File: src/rtl/rx_uart_ctrl.sv
// Receive-side controller for rx_uart: drains bytes into a FWFT FIFO and drives baud_div.
// Define RX_CTRL_AUTOBAUD_EN to include start-bit autobaud measurement on rx_pin.
module rx_uart_ctrl #(
    parameter int          FIFO_DEPTH   = 16,
    parameter logic [15:0] DEFAULT_DIV  = 16'd217,
    parameter logic [15:0] AUTOBAUD_MIN = 16'd8
) (
    input  logic                          clk,
    input  logic                          rst_n,
    input  logic                          rx_pin,
    input  logic                          rx_done_in,
    input  logic [7:0]                    rx_byte_in,
    output logic                          rx_read_out,
    output logic [15:0]                   baud_div_out,
    input  logic                          autobaud_start,
    output logic                          autobaud_busy,
    output logic                          autobaud_done,
    input  logic                          pop,
    output logic [7:0]                    dout,
    output logic                          empty_n,
    output logic [$clog2(FIFO_DEPTH):0]   count,
    output logic                          overflow,
    input  logic                          overflow_clr
);
    localparam int AW = $clog2(FIFO_DEPTH);
    localparam int CW = AW + 1;

    localparam logic [0:0] DR_IDLE = 1'b0;
    localparam logic [0:0] DR_ACK  = 1'b1;

    logic [0:0]    dr_state_reg;
    logic          rx_read_reg;
    logic          discard;
    logic          push_req;
    logic          push_ok;
    logic          pop_ok;
    logic          full;
    logic          empty;
    logic          ovf_set;
    logic [7:0]    mem [FIFO_DEPTH];
    logic [AW-1:0] wr_ptr_reg;
    logic [AW-1:0] rd_ptr_reg;
    logic [CW-1:0] count_reg;
    logic [CW-1:0] count_next;
    logic          overflow_reg;

    // Drain FSM: the ACK gap lets rx_done fall before it is looked at again.
    always_ff @(posedge clk) begin
        if (!rst_n) begin
            dr_state_reg <= DR_IDLE;
            rx_read_reg  <= 1'b0;
        end else begin
            case (dr_state_reg)
                DR_IDLE: begin
                    if (rx_done_in) begin
                        dr_state_reg <= DR_ACK;
                        rx_read_reg  <= 1'b1;
                    end
                end
                default: begin
                    dr_state_reg <= DR_IDLE;
                    rx_read_reg  <= 1'b0;
                end
            endcase
        end
    end

    assign push_req = (dr_state_reg == DR_IDLE) && rx_done_in && !discard;
    assign full     = (count_reg == CW'(FIFO_DEPTH));
    assign empty    = (count_reg == '0);
    assign push_ok  = push_req && (!full || pop);
    assign pop_ok   = pop && !empty;
    assign ovf_set  = push_req && full && !pop;

    always_comb begin
        count_next = count_reg;
        case ({push_ok, pop_ok})
            2'b10:   count_next = count_reg + CW'(1);
            2'b01:   count_next = count_reg - CW'(1);
            default: count_next = count_reg;
        endcase
    end

    // Storage has no reset; dout is masked while empty so it reads 0 after reset.
    always_ff @(posedge clk) begin
        if (push_ok) begin
            mem[wr_ptr_reg] <= rx_byte_in;
        end
    end

    always_ff @(posedge clk) begin
        if (!rst_n) begin
            wr_ptr_reg   <= '0;
            rd_ptr_reg   <= '0;
            count_reg    <= '0;
            overflow_reg <= 1'b0;
        end else begin
            if (push_ok) begin
                wr_ptr_reg <= wr_ptr_reg + AW'(1);
            end
            if (pop_ok) begin
                rd_ptr_reg <= rd_ptr_reg + AW'(1);
            end
            count_reg <= count_next;
            if (ovf_set) begin
                overflow_reg <= 1'b1;
            end else if (overflow_clr) begin
                overflow_reg <= 1'b0;
            end
        end
    end

    assign rx_read_out = rx_read_reg;
    assign dout        = empty ? 8'h00 : mem[rd_ptr_reg];
    assign empty_n     = !empty;
    assign count       = count_reg;
    assign overflow    = overflow_reg;

`ifdef RX_CTRL_AUTOBAUD_EN
    localparam logic [1:0] AB_IDLE      = 2'd0;
    localparam logic [1:0] AB_WAIT_HIGH = 2'd1;
    localparam logic [1:0] AB_WAIT_FALL = 2'd2;
    localparam logic [1:0] AB_MEASURE   = 2'd3;

    logic        rx_meta_reg;
    logic        rx_sync_reg;
    logic [1:0]  ab_state_reg;
    logic [15:0] cnt_reg;
    logic [15:0] baud_div_reg;
    logic        busy_reg;
    logic        done_reg;

    always_ff @(posedge clk) begin
        if (!rst_n) begin
            rx_meta_reg  <= 1'b1;
            rx_sync_reg  <= 1'b1;
            ab_state_reg <= AB_IDLE;
            cnt_reg      <= '0;
            baud_div_reg <= DEFAULT_DIV;
            busy_reg     <= 1'b0;
            done_reg     <= 1'b0;
        end else begin
            rx_meta_reg <= rx_pin;
            rx_sync_reg <= rx_meta_reg;
            done_reg    <= 1'b0;
            case (ab_state_reg)
                AB_IDLE: begin
                    if (autobaud_start) begin
                        ab_state_reg <= AB_WAIT_HIGH;
                        busy_reg     <= 1'b1;
                    end
                end
                AB_WAIT_HIGH: begin
                    if (rx_sync_reg) begin
                        ab_state_reg <= AB_WAIT_FALL;
                    end
                end
                AB_WAIT_FALL: begin
                    if (!rx_sync_reg) begin
                        ab_state_reg <= AB_MEASURE;
                        cnt_reg      <= 16'd1;
                    end
                end
                default: begin
                    // Being in MEASURE with the pin high means the rising edge just arrived.
                    if (!rx_sync_reg) begin
                        if (cnt_reg != 16'hFFFF) begin
                            cnt_reg <= cnt_reg + 16'd1;
                        end
                    end else if (cnt_reg >= AUTOBAUD_MIN) begin
                        baud_div_reg <= cnt_reg;
                        done_reg     <= 1'b1;
                        busy_reg     <= 1'b0;
                        ab_state_reg <= AB_IDLE;
                    end else begin
                        ab_state_reg <= AB_WAIT_FALL;
                    end
                end
            endcase
        end
    end

    assign discard       = busy_reg;
    assign baud_div_out  = baud_div_reg;
    assign autobaud_busy = busy_reg;
    assign autobaud_done = done_reg;
`else
    logic unused_ab;
    assign unused_ab     = &{1'b0, rx_pin, autobaud_start};
    assign discard       = 1'b0;
    assign baud_div_out  = DEFAULT_DIV;
    assign autobaud_busy = 1'b0;
    assign autobaud_done = 1'b0;
`endif

endmodule

File: config.mk
export PLATFORM = sky130hd
export DESIGN_NAME = rx_uart_ctrl
export DESIGN_NICKNAME = d
export VERILOG_FILES = /design/src/rtl/rx_uart_ctrl.sv
export SDC_FILE = /design/constraint.sdc
export NUM_CORES = 1
export LEC_CHECK = 0
export CORE_MARGIN = 2
export CORE_UTILIZATION = 50
export DETAILED_ROUTE_END_ITERATION = 8
export HOLD_SLACK_MARGIN = 0.03
export PLACE_DENSITY_LB_ADDON = 0.05
export REMOVE_ABC_BUFFERS = 1
export SYNTH_ARGS = -nofsm -noshare
export SYNTH_HDL_FRONTEND = slang
export SYNTH_SLANG_ARGS = --single-unit
export TNS_END_PERCENT = 20
File: constraint.sdc
create_clock -name clk -period 6.15 [get_ports clk]
set_clock_uncertainty 0.2 [all_clocks]
set_input_delay 1.23 -clock clk [delete_from_list [all_inputs] [get_ports clk]]
set_output_delay 1.23 -clock clk [all_outputs]
set_load 0.01 [all_outputs]
==> results.md <==
* Hold buffers post-CTS at 0
* Initial Util at 0.512
* Antenna violations before repair at 0
* Die area at ~13,000 sq um
* Critical path class: reg -> out
* Critical path data required time at approximately 4.7 ns
* Drc violations at 0
* Worst path setup slack after routing at 1.59 ns
* Share of final-layout standard cells stronger than drive strength 1 at 0.169
* Detailed-placement wirelength estimate at 7.17 mm
* Detailed Route Iter0 Violations at ~230
* Placement row count at 40
* Maximum fanout count along the critical path at 32
* Commonest cells after routing, fill and taps aside: edfxtp_1 (128), mux4_2 (32), clkdlybuf4s50_1 (28)
* Top-Level Pins at 49
* Worst hold start: dr_state_reg$_SDFF_PP0_
* Post-CTS setup buffer count at 0
* Largest vdd supply drop at between 0.2 and 0.25 mV
* Leakage at roughly 2.3 nW
* Residual overflow from global routing at 0
* Insertion delay to the later sink of the worst-skew pair at slightly above 0.4 ns
* Worst Max-Slew Pin Slew at 1.05 ns
* Number of hold violations in the final report at 0
* First-pass DRT Iterations at 4
* Maxcap violations at 0
* Family with the most delay on the worst path: flip-flops
* Setup Viol. Count Final at 0
* Worst Hold Depth at 1
* Clk sinks at around 150
* Fmax at approximately 0.22 GHz
* Die Width at around 110 um
* DP Worst Slack at about 1.3 ns
* Largest buffer count on any clock path at 2
* Path type of the worst min-delay path: reg -> reg
* RePlAce Congestion at 0.726
* Vias after detailed routing at between 3,000 and 4,000
* Final cycle utilization of the critical path at 0.741
* CTS clk-pin slew, worst paths at about 0.060 ns
* Number of nets in the final layout at approximately 410
* Total design power at between 0.002 and 0.003 W
* First-pass GRT wire length at ~17 mm
* Area inside the core boundary at roughly 12,000 sq um
* Count of cell types in the netlist at 44
* Sum of negative setup slack at 0 ns
* WL per Instance at roughly 21 um
* Slew HR at 0.303
* Leading cell type in the layout, fill and taps excluded: edfxtp_1
* Share of the yosys chip area belonging to registers at 0.690
* Count of flip-flops with a built-in enable after synthesis at ~130
* Final max-slew violation count at 0
* Power density of the placed cells at roughly 400 nW/um^2
* Die Span Y at 115 um
* Final WL at roughly 11 mm
* Maximum number of pins on one net before global-route repair at 33
* Antenna-violating nets left at 0
* Critical path's largest stage delay at 1.02 ns
* Capturing element type of the critical path: output port
* Worst hold path endpoint: rx_read_out$_SDFFE_PP0P_
* FF+latch count, synth at about 150
* Combined global-route utilization of all metal layers at 0.186
* Fill cell total of the finished layout at between 900 and 1,000
* Vias per std cell at about 5.5
* Worst-path cell chain: mux4_2 -> nor2b_1 -> a211oi_1 -> a211oi_1 -> clkdlybuf4s50_1
* Max reg flops at between 100 and 150
* Status: finished, final reports clean
* RSZ-0062 raised after global routing: false
* Number of buffers and inverters on the critical path at 1
* CTS H-Tree Depth at 4
* Count of antenna diodes in the layout at 0
* Total number of cells along the worst setup path at 5
* Reg-to-Reg End: count[4]$_SDFFE_PN0P_
* Number of global-route vias before repair at between 3,000 and 4,000
* Cell occurring most often along the worst timing path: a211oi_1
* Synthesized instance count at 358
* Clock period minus worst slack at roughly 4.6 ns
* Startpoint of the lowest-slack register-to-register path: count[0]$_SDFFE_PN0P_
* Main synth FF type: edfxtp_1
* WP data arrival at 3.13 ns
* Total clock buffers created by CTS at 17
* Average instance area after synthesis at around 17 sq um
* Reg-to-reg setup timing slack at 2.26 ns
* Area added between synthesis and finish at 14.9%
* Async SR Flop Fraction at 0
* Clock tree from TritonCTS: done
* Post-cts sizing count at 0
* Number of buffer cells added on primary ports at 28
* Critical-path cell with the highest stage delay: dfxtp_2
* Clock root cell: clkbuf_16
* Kind of start point of the critical path: flop
* Worst reg2reg path depth at 10
* Yosys warning count at 0
* Cell area after technology mapping at between 6000 and 7000 sq um
power by group:
part / switching [W] / internal, W / total, W
Combinational: 0.000254 / 0.000303 / 0.000557
Sequential: 0.000107 / 0.00113 / 0.00124
Clock: 0.000373 / 0.000667 / 0.00104
Total: 0.000734 / 0.00210 / 0.00284
worst max-delay path by stage:
stage	start	end	slack, ns
2_1_floorplan	rx_done_in	count[4]$_SDFFE_PN0P_	2.17
3_3_place_gp	rx_done_in	count[4]$_SDFFE_PN0P_	1.39
3_5_place_dp	rx_done_in	count[4]$_SDFFE_PN0P_	1.33
4_1_cts	flop	dout[6]	1.44
5_1_grt	flop	dout[7]	1.34
6_report	flop	dout[6]	1.59
layer usage:
| metal | vias up | share of wire | global-route usage |
|---|---|---|---|
| met4 | 0 | 0.016 | 0.0747 |
| met2 | 78 | 0.52 | 0.316 |
| li1 | 1420 | - | - |
| met1 | 1494 | 0.43 | 0.232 |
| met5 | - | 0 | 0 |
| met3 | 12 | 0.039 | 0.0464 |
Yosys cell counts, types with 3 or more instances:
| cell | count | area share |
|---|---|---|
| nand2_1 | 6 | 0.0037 |
| nand3_1 | 5 | 0.0041 |
| nor2_1 | 25 | 0.015 |
| ha_1 | 9 | 0.018 |
| buf_2 | 8 | 0.0065 |
| inv_1 | 8 | 0.0049 |
| nor3_1 | 7 | 0.0057 |
| a211oi_1 | 16 | 0.020 |
| dfxtp_1 | 20 | 0.065 |
| buf_1 | 3 | 0.0018 |
| clkbuf_1 | 7 | 0.0043 |
| edfxtp_1 | 128 | 0.63 |
| nor2b_1 | 9 | 0.0092 |
| buf_4 | 19 | 0.023 |
| nand2b_1 | 5 | 0.0051 |
| mux4_2 | 32 | 0.12 |
| mux2i_1 | 12 | 0.020 |
| xor2_1 | 5 | 0.0071 |
through the flow:
step                      cells  utilization  area, sq um  hold WS (ns)
after floorplan             335            -         5970         0.201
after global placement      513        0.539         6470         0.216
after detailed placement    513        0.539         6470         0.236
after CTS                   544        0.588         7070         0.237
after global routing        544        0.588         7070         0.252
final                       544        0.588         7070         0.229
cells by family (layout without fill, tap and decap cells):
| family | after synthesis | in the layout | share of synthesized area |
|---|---|---|---|
| simple gates | 70 | 70 | 0.0594 |
| buf+inv | 47 | 70 | 0.0433 |
| compound gates | 31 | 31 | 0.0409 |
| flops | 148 | 148 | 0.690 |
| xor+xnor | 7 | 7 | 0.00997 |
| fa+ha+maj | 9 | 9 | 0.0183 |
| mux | 44 | 44 | 0.137 |
| other cells | 2 | 18 | 0.00122 |
area by class of cell:
| cell class | count | area [sq um] | share of cell area |
|---|---|---|---|
| clock inverter | 13 | 165 | 0.0234 |
| clock buffer | 18 | 429 | 0.0607 |
| multi-input combinational | 179 | 1710 | 0.242 |
| tap | 147 | 184 | 0.0260 |
| sequential | 148 | 4250 | 0.601 |
| timing repair buffer | 31 | 303 | 0.0428 |
| inverter | 8 | 30.0 | 0.00425 |
worst reg2reg max path: stages (launching register included):
cell and delay, ns:
dfxtp_1 0.37, or4_1 0.71, o31a_1 0.42, inv_1 0.12, ha_1 0.35, xor2_1 0.12
ha_1 0.21, a21o_1 0.18, o311ai_1 0.46, nor4_1 0.10, or4b_1 0.52
Note: power is estimated with default switching activity, not from simulation.
